**src/rtl/pipe_share_arbiter.sv**
```systemverilog
`default_nettype none
// +----------------------------------------------------------------------------+
// | pipe_share_arbiter                                                         |
// | Round-robin sharing of a fixed-latency valid-only pipeline, with tagged,   |
// | credit-protected response FIFO.                                            |
// | Rev 1.0 - initial release                                                  |
// +----------------------------------------------------------------------------+
module pipe_share_arbiter #(
  parameter int NUM_REQ    = 4,
  parameter int DATA_W     = 32,
  parameter int LATENCY    = 2,
  parameter int FIFO_DEPTH = 4,
  parameter int TAG_W      = (NUM_REQ > 2) ? $clog2(NUM_REQ) : 1
) (
  input  logic                      clk,
  input  logic                      rst_n,
  input  logic [NUM_REQ-1:0]        req_valid,
  input  logic [NUM_REQ*DATA_W-1:0] req_data,
  output logic [NUM_REQ-1:0]        req_ready,
  output logic                      pipe_in_valid,
  output logic [DATA_W-1:0]         pipe_in_data,
  input  logic                      pipe_out_valid,
  input  logic [DATA_W-1:0]         pipe_out_data,
  output logic                      rsp_valid,
  output logic [DATA_W-1:0]         rsp_data,
  output logic [TAG_W-1:0]          rsp_tag,
  input  logic                      rsp_ready,
  output logic                      err_unexpected
);

  localparam int c_occ_w = $clog2(FIFO_DEPTH + 1);
  localparam int c_ptr_w = (FIFO_DEPTH > 1) ? $clog2(FIFO_DEPTH) : 1;
  localparam logic [c_occ_w-1:0] c_depth    = c_occ_w'(FIFO_DEPTH);
  localparam logic [TAG_W-1:0]   c_last_req = TAG_W'(NUM_REQ - 1);
  localparam logic [c_ptr_w-1:0] c_last_ent = c_ptr_w'(FIFO_DEPTH - 1);

  logic [TAG_W-1:0]        r_ptr;
  logic [TAG_W-1:0]        w_win;
  logic                    w_found;
  logic                    w_issue;
  logic [c_occ_w-1:0]      r_occ;
  logic [LATENCY-1:0]      r_sh_vld;
  logic [TAG_W-1:0]        r_sh_tag [LATENCY];
  logic                    w_last_vld;
  logic [TAG_W-1:0]        w_last_tag;
  logic                    w_wr;
  logic                    w_pop;
  logic [TAG_W+DATA_W-1:0] r_mem [FIFO_DEPTH];
  logic [c_ptr_w-1:0]      r_wptr;
  logic [c_ptr_w-1:0]      r_rptr;
  logic [c_occ_w-1:0]      r_cnt;

  // Round-robin search starting at r_ptr, wrapping at NUM_REQ.
  always_comb begin
    int v_idx;
    v_idx   = 0;
    w_found = 1'b0;
    w_win   = '0;
    for (int k = 0; k < NUM_REQ; k++) begin
      v_idx = int'(r_ptr) + k;
      if (v_idx >= NUM_REQ) v_idx = v_idx - NUM_REQ;
      if (!w_found && req_valid[v_idx]) begin
        w_found = 1'b1;
        w_win   = TAG_W'(v_idx);
      end
    end
  end

  assign w_issue       = rst_n && w_found && (r_occ < c_depth);
  assign pipe_in_valid = w_issue;
  assign pipe_in_data  = w_issue ? req_data[int'(w_win)*DATA_W +: DATA_W] : '0;

  always_comb begin
    req_ready = '0;
    if (w_issue) req_ready[w_win] = 1'b1;
  end

  always_ff @(posedge clk) begin
    if (!rst_n)       r_ptr <= '0;
    else if (w_issue) r_ptr <= (w_win == c_last_req) ? '0 : w_win + 1'b1;
  end

  always_ff @(posedge clk) begin
    if (!rst_n) begin
      r_sh_vld <= '0;
      for (int i = 0; i < LATENCY; i++) r_sh_tag[i] <= '0;
    end else begin
      for (int i = LATENCY - 1; i > 0; i--) begin
        r_sh_vld[i] <= r_sh_vld[i-1];
        r_sh_tag[i] <= r_sh_tag[i-1];
      end
      r_sh_vld[0] <= w_issue;
      r_sh_tag[0] <= w_win;
    end
  end

  assign w_last_vld = r_sh_vld[LATENCY-1];
  assign w_last_tag = w_last_vld ? r_sh_tag[LATENCY-1] : '0;

  // Credits normally make a full-FIFO write impossible; a stray result is dropped
  // rather than corrupting the head when no slot frees up this cycle.
  assign w_pop = rsp_valid && rsp_ready;
  assign w_wr  = rst_n && pipe_out_valid && ((r_cnt != c_depth) || w_pop);

  always_ff @(posedge clk) begin
    if (!rst_n)                          err_unexpected <= 1'b0;
    else if (pipe_out_valid != w_last_vld) err_unexpected <= 1'b1;
  end

  always_ff @(posedge clk) begin
    if (!rst_n) begin
      r_occ <= '0;
    end else if (w_issue && !w_pop) begin
      r_occ <= r_occ + 1'b1;
    end else if (w_pop && !w_issue && (r_occ != '0)) begin
      r_occ <= r_occ - 1'b1;
    end
  end

  always_ff @(posedge clk) begin
    if (w_wr) r_mem[r_wptr] <= {w_last_tag, pipe_out_data};
  end

  always_ff @(posedge clk) begin
    if (!rst_n) begin
      r_wptr <= '0;
      r_rptr <= '0;
      r_cnt  <= '0;
    end else begin
      if (w_wr)  r_wptr <= (r_wptr == c_last_ent) ? '0 : r_wptr + 1'b1;
      if (w_pop) r_rptr <= (r_rptr == c_last_ent) ? '0 : r_rptr + 1'b1;
      if (w_wr && !w_pop)      r_cnt <= r_cnt + 1'b1;
      else if (w_pop && !w_wr) r_cnt <= r_cnt - 1'b1;
    end
  end

  assign rsp_valid           = rst_n && (r_cnt != '0);
  assign {rsp_tag, rsp_data} = rsp_valid ? r_mem[r_rptr] : '0;

endmodule
`default_nettype wire

```
**config.mk**
```make
export PLATFORM = sky130hd
export DESIGN_NAME = pipe_share_arbiter
export DESIGN_NICKNAME = d
export VERILOG_FILES = /design/src/rtl/pipe_share_arbiter.sv
export SDC_FILE = /design/constraint.sdc
export NUM_CORES = 1
export LEC_CHECK = 0
export ABC_AREA = 1
export CORE_UTILIZATION = 44
export DETAILED_ROUTE_END_ITERATION = 16
export MAX_ROUTING_LAYER = met4
export PLACE_DENSITY = 0.78
export SLEW_MARGIN = 15
export SYNTH_ARGS = -nofsm -noshare
export SYNTH_HDL_FRONTEND = slang
export SYNTH_SLANG_ARGS = --single-unit
```
**constraint.sdc**
```tcl
create_clock -name clk -period 3.6 [get_ports clk]
set_clock_uncertainty 0.2 [all_clocks]
set_input_delay 0.9 -clock clk [delete_from_list [all_inputs] [get_ports clk]]
set_output_delay 0.9 -clock clk [all_outputs]
set_load 0.02 [all_outputs]
```
Yosys cells after proc, flatten, opt, wreduce, memory -nomap -nowiden
Memories as Yosys holds them, arrays and structs flattened. A register that Yosys moved wholly into a read port is not among the register bits.
Cells that the tools add are included.
{"block": "totals", "register_bits": 15, "ramBits": 140, "in_bits": 168, "output_inout_bits": 73, "elab_cells": 113, "mem_count": 2}
{"block": "classes", "add_sub_neg": 14, "magnitude_cmp": 11, "eq_ne": 5, "shifts": 1, "n_mux": 45, "n_bitwise": 2, "n_reduce_logical": 26}
{"memory": "r_mem", "depth": 4, "width": 34, "read_ports": 1, "rd_ports_with_merged_regs": 1, "write_ports": 1, "line_no": "48", "source": "logic [TAG_W+DATA_W-1:0] r_mem [FIFO_DEPTH];"}
{"memory": "r_sh_tag", "depth": 2, "width": 2, "read_ports": 2, "rd_ports_with_merged_regs": 0, "write_ports": 2, "line_no": "43", "source": "logic [TAG_W-1:0] r_sh_tag [LATENCY];"}
{"operator": "$mux W32", "n": 5}
{"operator": "$lt A32 B4 Y1 const B", "n": 4}
{"operator": "$shiftx A128 B8 Y32", "n": 1}
{"operator": "$mux W34", "n": 1}
{"operator": "$mux W2", "n": 12}
{"operator": "$mux W1", "n": 17}
{"operator": "$logic_and A1 B1 Y1", "n": 15}
{"operator": "$mux W3", "n": 4}
{"operator": "$sub A3 B3 Y4 const B", "n": 3}
{"operator": "$ge A3 B3 Y1 const B", "n": 3}
{"operator": "$bmux W1 S2", "n": 4}
{"operator": "$add A2 B1 Y2 const B", "n": 3}
{"operator": "$add A2 B2 Y3 const B", "n": 2}
{"operator": "$add A3 B1 Y3 const B", "n": 2}
{"operator": "$eq A2 B2 Y1 const B", "n": 3}
{"operator": "$logic_not A1 Y1", "n": 6}
{"operator": "$reduce_bool A3 Y1", "n": 2}
{"operator": "$sub A3 B1 Y3 const B", "n": 2}
{"operator": "$mux W4", "n": 1}
{"operator": "$reduce_bool A2 Y1", "n": 2}
{"operator": "$sub A2 B3 Y4 const B", "n": 1}
{"operator": "$add A2 B1 Y3 const B", "n": 1}
{"operator": "$ge A2 B3 Y1 const B", "n": 1}
{"operator": "$lt A2 B3 Y1 const B", "n": 1}
{"operator": "other kinds (7)", "n": 8}

Logic depth before layout (Yosys ltp)
Gate-level depths: netlist of run 1.
{"block": "depth", "word_depth": 22, "ltp_mapped": 14}

Worst setup path after synthesis of run 1
No wires, ideal clock.
{"block": "synth_path", "path_type": "in2reg", "start": "in rst_n", "end": "mem r_mem[0][0] in the netlist's numbering (enable)", "setup_ps": 425, "arrival_ps": 3294, "setup_slack_ps": -320, "cell_stages": 6, "n_path_buf": 0, "path_cell_list": "inv_1 > a21oi_2 > nand2_1 > a31oi_2 > inv_1 > nor2_1"}
{"block": "synth_between", "elab_chain_cells": 6}
{"item": "start: declaration", "line_no": "16", "source": "input logic rst_n,"}
{"item": "$logic_and A1 B1 Y1", "line_no": "137", "source": "assign rsp_valid = rst_n && (r_cnt != '0);"}
{"item": "net rsp_valid", "line_no": "24", "source": "output logic rsp_valid,"}
{"item": "$logic_and A1 B1 Y1", "line_no": "102", "source": "assign w_pop = rsp_valid && rsp_ready;"}
{"item": "$logic_or A1 B1 Y1", "line_no": "103", "source": "assign w_wr = rst_n && pipe_out_valid && ((r_cnt != c_depth) || w_pop);"}
{"item": "$logic_and A1 B1 Y1", "line_no": "103"}
{"item": "net w_wr", "line_no": "46", "source": "logic w_wr;"}
{"item": "$mux W1", "line_no": "121", "source": "if (w_wr) r_mem[r_wptr] <= {w_last_tag, pipe_out_data};"}
{"item": "$mux W1 (not written as such)", "line_no": "121"}
{"item": "end: declaration", "line_no": "48"}
The timed path passes the listed nets, and every way through them passes these cells.

Worst setup path after layout of run 1
{"block": "layout_path", "start": "in req_valid[2]", "end": "out pipe_in_data[17]"}
{"block": "layout_between", "elab_chain_cells": 16}
{"item": "start: declaration", "line_no": "17", "source": "input logic [NUM_REQ-1:0] req_valid,"}
{"item": "parallel branches: the longest is 15 deep, another holds $bmux W1 S2"}
{"item": "$mux W32 (*)", "line_no": "71", "source": "assign pipe_in_data = w_issue ? req_data[int'(w_win)*DATA_W +: DATA_W] : '0;"}
{"item": "end: declaration", "line_no": "21", "source": "output logic [DATA_W-1:0] pipe_in_data,"}
Mark *: on every way between the ends. The select of a mux whose other input is x is not followed.

==> results.md, run 1 <==
Worst hold path:
- The path type of the worst min-delay path is reg2reg.
- The startpoint identified for the worst hold timing path is r_sh_vld[0].
- The path with the worst hold slack has its endpoint at r_sh_vld[1].
- The worst hold path was traced through 2 stages.

STA:
- The number of failing setup endpoints in the final timing report is 27.
- The final max-slew violation count is 0.
- The headroom to the max-slew limit is 0.706.
- The slew at the pin with the worst max-slew slack is 0.441 ns.
- After layout, the worst setup slack is -0.0908 ns.
- Setup repair after global routing could not meet its margin everywhere.
- The final-layout worst hold slack is 0.215 ns.
- Of the available clock period, the critical path in the final layout requires 1.03.
- The final hold violation count came to 0.
- The time the final worst path needs with I/O delays and setup is 3.69 ns.
- Adding up every negative setup slack in the final design gives -0.806 ns.
- Timing would allow up to 0.271 GHz.

Global routing:
- The initial antenna violation count is 7.
- The global-route usage over all layers is 0.273.
- The global-route congestion overflow total is 0.
- The global-route wire length before repair is 39.9 mm.
- The number of global-route vias before repair was 7897.
- The pin count of the biggest net entering global routing is 39.

Pwr:
- The worst-case IR drop observed on VDD is 769 uV.
- For this design the static power due to leakage is 5.70 nW.
- The ratio of total power to cell area is 968 nW/um^2.

Die:
- For this configuration, the core starts out at a cell density of 0.448.
- Row generation in the floorplan step produced 50 rows.
- From left edge to right edge, the die measures 140 um.
- Measured along the y axis, the die boundary spans 140 um.
- The total die area is 19500 sq um.
- The total area inside the core boundary comes to 18600 sq um.
- The I/O pin count is 241.

Synth:
- The synthesized net count is 1156.
- The fraction of the mapped netlist area in compound gates is 0.0973.
- Of the total synthesized cell area, the portion taken by XOR and XNOR cells is 0.00105.
- Of the total synthesized cell area, the portion taken by AND, OR, NAND and NOR gates is 0.223.
- During synthesis, Yosys emitted a total of 0 warnings.
- The adder-cell share of the synthesized area is 0.0198.
- The synthesized area divided by synthesized cell count is 8.55 sq um.
- Measured against the total synthesized area, the mux share comes to 0.
- The synthesized netlist occupies a cell area of 8350 sq um.
- Ranked by total cell area, the synthesized netlist is headed by sky130_fd_sc_hd__edfxtp_1, sky130_fd_sc_hd__inv_1, sky130_fd_sc_hd__nor2_1.
- The synthesis-stage register bit count is 157.
- By area, the combinational part of the netlist is dominated by simple AND/OR/NAND/NOR gates.
- The top cell type by total area after synthesis is sky130_fd_sc_hd__edfxtp_1.
- Of the synthesized area, sequential elements account for 0.540.
- The synthesized netlist contains 30 unique library cells.
- The number of instances in the synthesized netlist is 976.
- The share of the synthesized area in the top cell type is 0.489.

Clocking:
- The depth of the CTS H-tree is 4.
- The clock edge transition at the registers on the reported setup and hold paths is 0.06 ns.
- The later pin in the worst-skew pair is clocked with a latency of 0.42 ns.
- The hold-fix buffer count after cts is 0.
- The number of sinks on the clock net is 157.
- The clock tree root driver cell is sky130_fd_sc_hd__clkbuf_16.
- The clock tree from TritonCTS is done.
- The number of buffers added by the clock tree synthesis step is 17.
- The clock passes through at most 2 buffers.

Layout:
- Of the cells placed in the final design, the portion with a size suffix greater than 1 is 0.278.
- The final standard cell area without fillers is 13300 sq um.
- The number of nets in the layout is 1449.
- Leaving out fill and tap cells, the most frequent cells in the layout are sky130_fd_sc_hd__clkdlybuf4s50_1, sky130_fd_sc_hd__inv_1, sky130_fd_sc_hd__nor2_1, sky130_fd_sc_hd__edfxtp_1, sky130_fd_sc_hd__o21ai_0.
- Measured on the finished design, the core utilization comes to 0.716.
- Fill cells in the final layout number 1266.
- The area growth from synthesis to layout is 59.9%.
- In the final layout, the multi-input gates occupy 3600 sq um.
- The flip-flop and latch area is 4510 sq um.
- Once layout is complete, the cells apart from fillers number 1523.
- Leaving out fill and tap cells, the most frequent cell in the layout is sky130_fd_sc_hd__clkdlybuf4s50_1.

Setup path:
- The startpoint of the most critical register-to-register path is r_ptr[0].
- The worst setup path is of the in2out kind.
- The worst setup path startpoint is req_valid[2].
- The worst setup path is launched from a primary input.
- Walking the worst path, the cells encountered are buf_6, inv_4, nand2_4, nand3_4, nand2_4, nor2_4, buf_6, nand4_1, nand2_4, buf_12, clkbuf_16, nand3_2, a21oi_2, buf_6.
- The worst setup path is captured at an output pin.
- The endpoint of the worst register-to-register path is r_occ[1].
- The highest cell delay on the worst timing path is 0.20 ns.
- The setup check on the worst reg-to-reg path leaves a slack of 0.95 ns.
- The count of cells along the worst register-to-register path is 14.
- The standard cell with the maximum stage delay on the critical path is sky130_fd_sc_hd__a21oi_2.
- The peak fanout along the critical path is 6.
- Data arrives at the worst endpoint at 2.59 ns.
- STA puts the critical path data required time at 2.50 ns.

Detailed routing:
- After the first detailed-routing iteration, the DRC count stood at 557.
- The number of DRC violations after detailed routing is 0.
- The remaining number of nets flagged by the antenna check after routing is 0.
- The final routed wire length divided by cell count is 18.7 um.
- The wire length reported by the detailed router is 28.5 mm.
- The routed layout has 8253 vias.
- Before antenna repair, the detailed router went through 5 iterations.
- Dividing the detail-routed via count by the number of cells gives 5.42.

Placed design:
- Routability-driven placement finished with a final weighted congestion of 0.951.
- The placed instance area is 11400 sq um.
- The detailed placer's ending HPWL is 16.4 mm.
- The count of buffers from port buffering is 240.
- The number of placed instances with taps included is 1444.

Status:
- The checks that failed: negative setup slack.
- The run finished, with violations left.

Run:
- Max-cap violations in this run came to 0.
flip-flops by register name (all words and copies together) (netlist names), named ones only:
register        cells
r_mem             136
r_sh_tag            4
r_cnt               3
r_occ               3
r_ptr               2
r_rptr              2
r_sh_vld            2
r_wptr              2
err_unexpected      1
cells by family after synthesis:
group / count (synthesis)
compound gates: 159
simple gates: 415
fa+ha+maj: 12
flops: 157
xor+xnor: 1
buf+inv: 232
layer usage:
| layer | GRT usage | vias up | routed length [um] |
|---|---|---|---|
| li1 | - | 3838 | - |
| met1 | 0.288 | 3885 | 10200 |
| met2 | 0.490 | 411 | 14800 |
| met3 | 0.0458 | 119 | 1760 |
| met4 | 0.139 | 0 | 1700 |
| met5 | - | - | 0 |
stage by stage:
| stage | worst slack [ns] | power, W |
|---|---|---|
| 2_1_floorplan | -0.320 | 0.00554 |
| 3_3_place_gp | -0.852 | 0.00758 |
| 3_5_place_dp | -0.875 | 0.00764 |
| 4_1_cts | -0.0130 | 0.0105 |
| 5_1_grt | -0.153 | 0.0135 |
| 6_report | -0.0908 | 0.0129 |
power by group:
part | total [W] | internal, W | switching, W
clock | 0.00172 | 0.00102 | 0.000696
sequential | 0.00220 | 0.00211 | 0.0000923
combinational | 0.00901 | 0.00423 | 0.00478
worst max-delay path by stage:
| stage | to | slack (ns) | depth (start not counted) |
|---|---|---|---|
| detailed placement | pipe_in_data[20] | -0.87 | 15 |
| global route | req_ready[3] | -0.15 | 16 |
| global placement | pipe_in_data[29] | -0.85 | 15 |
| CTS | req_ready[0] | -0.01 | 15 |
| finish | pipe_in_data[17] | -0.09 | 14 |
| floorplan | r_mem[0][0] | -0.32 | 6 |
timing repair:
action,4_1_cts,5_1_grt
pin swaps,29,49
setup buffers,11,17
hold endpoints to repair,0,0
resized for setup,314,255
endpoints found under the setup margin,71,69
gates cloned,8,9
synthesized netlist by cell type:
library cell,number
sky130_fd_sc_hd__clkbuf_1,27
sky130_fd_sc_hd__nand3_1,76
sky130_fd_sc_hd__buf_1,1
sky130_fd_sc_hd__nand2_1,113
sky130_fd_sc_hd__fa_1,2
sky130_fd_sc_hd__a21oi_1,76
sky130_fd_sc_hd__dfxtp_1,21
sky130_fd_sc_hd__buf_2,19
sky130_fd_sc_hd__inv_1,161
sky130_fd_sc_hd__o21ai_1,1
sky130_fd_sc_hd__xor2_1,1
sky130_fd_sc_hd__inv_2,3
sky130_fd_sc_hd__nand3_2,2
sky130_fd_sc_hd__nand2_4,1
sky130_fd_sc_hd__clkinv_2,1
sky130_fd_sc_hd__nor2_1,153
sky130_fd_sc_hd__nand3_4,1
sky130_fd_sc_hd__nor3_1,1
sky130_fd_sc_hd__a31oi_2,1
sky130_fd_sc_hd__o21ai_0,78
sky130_fd_sc_hd__o31ai_1,2
sky130_fd_sc_hd__buf_4,10
sky130_fd_sc_hd__nand4_1,65
sky130_fd_sc_hd__a21oi_2,1
sky130_fd_sc_hd__ha_1,10
sky130_fd_sc_hd__clkinv_1,2
sky130_fd_sc_hd__buf_6,8
sky130_fd_sc_hd__edfxtp_1,136
sky130_fd_sc_hd__nor2_4,1
sky130_fd_sc_hd__nand2_2,2
worst max-delay path: cells and delay by family:
family | cells | cell delay [ns]
buffers and inverters | 6 | 0.75
AND/OR/NAND/NOR | 7 | 0.72
AO/OA/AOI/OAI | 1 | 0.20
final cells by class:
cell class | instances | area share
multi-input cells | 587 | 0.270
clock buffers | 19 | 0.0324
well taps | 234 | 0.0219
repair buffers | 339 | 0.276
diodes | 7 | 0.00131
inverters | 167 | 0.0494
clock inverters | 13 | 0.0107
flip-flops and latches | 157 | 0.338
(Power assumes the default switching activity.)
==> run 2, diff against run 1 <==
CELL_PAD_IN_SITES_DETAIL_PLACEMENT = 1   (was default)
CELL_PAD_IN_SITES_GLOBAL_PLACEMENT = 1   (was default)
CORE_UTILIZATION = 32   (was 44)
PLACE_DENSITY = default   (was 0.78)
PLACE_DENSITY_LB_ADDON = 0.1   (was default)
SKIP_LAST_GASP = 1   (was default)
==> results.md, run 2 (synthesized netlist as in run 1, its figures left out) <==
Status:
- The run finished, with violations left.
- The checks that failed: negative setup slack.

STA:
- The number of failing setup endpoints in the final timing report is 17 (-37%).
- The final max-slew violation count is 0 (unchanged).
- The final-layout worst hold slack came to 0.220 ns (+0.00500 ns).
- The headroom to the max-slew limit is 0.689 (-0.0167).
- The time the final worst path needs with I/O delays and setup was 3.66 ns (-0.0358 ns).
- The ratio of final minimum period to clock period is 1.02 (-0.00993).
- The worst path setup slack after routing is -0.0550 ns (+0.0358 ns).
- The slew at the pin with the worst max-slew slack is 0.466 ns (+0.0250 ns).
- The final hold violation count is 0 (unchanged).
- The peak clock frequency supported by timing is 0.274 GHz (+0.98%).
- Setup repair after global routing could not meet its margin everywhere.

Setup path:
- The worst reg-to-reg setup slack was 1.09 ns (+0.14 ns).
- The count of cells along the worst register-to-register path is 13 (-1).
- The worst register-to-register path begins at r_ptr[0].
- The peak fanout along the critical path is 6 (unchanged).
- The highest cell delay on the worst timing path is 0.19 ns (about the same).
- Among all stages on the critical path, the largest delay is contributed by sky130_fd_sc_hd__buf_12.
- The worst setup path is captured at an output pin.
- Walking the worst path, the cells encountered are buf_8, inv_8, nand2_4, nand2_2, nand2_1, nand2_1, nand2_2, nand2_2, nand2_4, nand3_4, buf_12, clkbuf_16, nand2_1, nand3_2, a21oi_2, buf_6.
- Among cell families on the critical path, the largest total delay comes from simple AND/OR/NAND/NOR gates.
- The data required time at the worst endpoint is 2.50 ns (about the same).
- The worst setup path startpoint is req_valid[3].
- The startpoint-to-endpoint class of the critical path is in2out.
- The endpoint of the worst register-to-register path is r_occ[1].
- The logic depth of the worst setup path including buffers was 16 (+2).
- In this run the worst setup path terminates at pipe_in_data[29].
- The combined buffer and inverter count along the critical path is 5 (-1).
- STA classifies the critical path startpoint as a primary input.
- The endpoint arrival time on the critical path is 2.56 ns (-0.03 ns).

Pwr:
- The switching power came to 0.00531 W (-4.7%).
- The leakage power came to 5.66 nW (-0.61%).
- The part of the power in registers is 0.182 (+0.012).
- The internal power component was 0.00668 W (-9.3%).
- The sum of internal, switching and leakage power is 0.0120 W (-7.3%).
- The power share of the combinational group was 0.673 (-0.024).
- The fraction of power spent switching nets was 0.443 (+0.0124).
- The ratio of total power to cell area was 908 nW/um^2 (-6.2%).
- The clock group share of total power is 0.144 (+0.011).
- The peak supply drop is 651 uV (-15%).

Clocking:
- The maximum clock insertion buffer count is 2 (unchanged).
- The clock edge transition at the registers on the reported setup and hold paths is 0.06 ns (about the same).
- TritonCTS built the clock tree.
- The number of sinks on the clock net came to 157 (unchanged).
- The depth of the CTS H-tree is 4 (unchanged).
- The number of buffers added by the clock tree synthesis step is 17 (unchanged).
- The insertion delay of the later-clocked pin in the worst-skew pair is 0.42 ns (about the same).
- The root buffer cell chosen for the clock tree is sky130_fd_sc_hd__clkbuf_16.

Die:
- The effective utilization at floorplan is 0.329 (-0.119).
- The total die area is 26700 sq um (+37%).
- The I/O pin count came to 241 (unchanged).
- The core area came to 25400 sq um (+36%).
- The horizontal die dimension is 164 um (+17%).
- The vertical extent of the die is 164 um (+17%).
- The standard-cell row count is 58 (+16%).

Layout:
- The number of fill cells is 2868 (+130%).
- The largest registers in the layout are r_mem x136, r_sh_tag x4.
- The area growth from synthesis to layout is 58.1%.
- The final cell count without fillers was 1604 (+5.3%).
- The post-layout utilization of the core was 0.519 (-0.197).
- The area of the multi-input gates was 3550 sq um (-1.5%).
- The number of flip-flops under the largest register name was 136 (unchanged).
- The proportion of layout cells with a drive suffix above 1 is 0.281 (+0.00275).
- Ranked by flip-flop count, first place goes to r_mem.
- Leaving out fill and tap cells, the most frequent cell in the layout is sky130_fd_sc_hd__clkdlybuf4s50_1.
- The number of nets in the layout came to 1440 (-0.62%).
- The flip-flop and latch area came to 4510 sq um (about the same).
- In the layout the commonest cells are sky130_fd_sc_hd__clkdlybuf4s50_1, sky130_fd_sc_hd__inv_1, sky130_fd_sc_hd__nor2_1, sky130_fd_sc_hd__edfxtp_1, sky130_fd_sc_hd__o21ai_0.

Detailed routing:
- The final routed wire length divided by cell count came to 18.0 um (-3.7%).
- The wire length reported by the detailed router is 28.9 mm (+1.4%).
- The via density per instance is 4.89 (-9.7%).
- The violation count after the first detailed-route iteration is 372 (-33%).
- The remaining number of nets flagged by the antenna check after routing is 0 (unchanged).
- The iteration count of the initial detailed-routing pass came to 6 (+1).
- The number of DRC violations after detailed routing is 0 (unchanged).
- The vias after detailed routing is 7845 (-4.9%).

Global routing:
- The initial antenna violation count came to 1 (-6).
- The pin count of the biggest net entering global routing came to 39 (unchanged).
- The global-route usage over all layers is 0.218 (-0.0549).
- The number of global-route vias before repair came to 8115 (+2.8%).
- The global-route wire length before repair is 43.2 mm (+8.3%).
- The global-route congestion overflow total is 0 (unchanged).

Run:
- The max-cap violation count is 0 (unchanged).

Placed design:
- The routability-driven placement congestion ratio is 0.888 (-6.6%).
- The worst slack at placement is -0.871 ns (+0.00353 ns).
- The count of buffers from port buffering is 240 (unchanged).
- The number of placed instances with taps included was 1552 (+7.5%).
- The detailed placer's ending HPWL is 18.9 mm (+15%).

Worst hold path:
- The worst hold path belongs to the class reg2reg.
[run 2: cell count changes in the layout (fill, tap and decap cells not counted), moves of 6 or more]
| cell | previous run | this run |
|---|---|---|
| sky130_fd_sc_hd__nand3_4 | 17 | 5 |
| sky130_fd_sc_hd__buf_6 | 37 | 31 |
| sky130_fd_sc_hd__diode_2 | 7 | 1 |
| sky130_fd_sc_hd__nand3_2 | 38 | 45 |
| sky130_fd_sc_hd__nand2_4 | 13 | 26 |
| sky130_fd_sc_hd__a21oi_2 | 26 | 33 |
| sky130_fd_sc_hd__nand2_1 | 70 | 53 |
| sky130_fd_sc_hd__inv_6 | 2 | 8 |
| sky130_fd_sc_hd__buf_4 | 52 | 62 |
| sky130_fd_sc_hd__clkbuf_2 | 19 | 10 |
[run 2: power groups by stage]
stage / clock network [W] / logic (W) / registers, W
3_3_place_gp: 0 / 0.00578 / 0.00221
5_1_grt: 0.00184 / 0.00865 / 0.00220
3_5_place_dp: 0 / 0.00583 / 0.00221
4_1_cts: 0.00177 / 0.00672 / 0.00218
2_1_floorplan: 0 / 0.00335 / 0.00219
6_report: 0.00173 / 0.00807 / 0.00219
[run 2: metal layers]
| layer | track usage | wire length (um) | vias up |
|---|---|---|---|
| met1 | 0.244 | 11700 | 3793 |
| met5 | - | 0 | - |
| met4 | 0.0429 | 384 | 0 |
| li1 | - | - | 3818 |
| met3 | 0.0490 | 1490 | 28 |
| met2 | 0.396 | 15400 | 206 |
[run 2: through the flow]
| step | cell area [sq um] | setup TNS, ns |
|---|---|---|
| CTS | 12500 | -0.0495 |
| global placement | 11600 | -38.49 |
| detailed placement | 11600 | -40.37 |
| floorplan | 8350 | -43.45 |
| finish | 13200 | -0.369 |
| global route | 13200 | -2.16 |
[run 2: worst min path at each step]
stage | cells past startpoint | slack [ns] | startpoint | end
floorplan | 2 | 0.19 | r_sh_tag[0][0] | r_sh_tag[0][2]
global placement | 2 | 0.20 | r_sh_vld[0] | r_sh_vld[1]
detailed placement | 2 | 0.20 | r_sh_tag[0][0] | r_sh_tag[0][2]
CTS | 2 | 0.22 | r_sh_tag[0][1] | r_sh_tag[0][3]
global route | 2 | 0.24 | r_sh_tag[0][0] | r_sh_tag[0][2]
finish | 2 | 0.22 | r_sh_tag[0][1] | r_sh_tag[0][3]
[run 2: cell type report]
| type | instances | area share |
|---|---|---|
| Antenna cell | 1 | 0.000190 |
| Sequential cell | 157 | 0.342 |
| Tap cell | 330 | 0.0313 |
| Clock buffer | 17 | 0.0322 |
| Timing Repair Buffer | 330 | 0.264 |
| Clock inverter | 15 | 0.0114 |
| Multi-Input combinational cell | 587 | 0.269 |
| Inverter | 167 | 0.0496 |
[run 2: repair_timing]
action	CTS	global route
pin swaps	33	52
cloned	7	5
buffers inserted	5	4
endpoints found under the setup margin	71	67
hold buffers	0	0
resized for setup	329	223
endpoints found under the hold margin	0	0
[run 2: tightest hold or removal path, stage by stage, from the launching register on]
cell	delay, ns
sky130_fd_sc_hd__dfxtp_1	0.31
sky130_fd_sc_hd__nand2_1	0.05
sky130_fd_sc_hd__inv_1	0.04
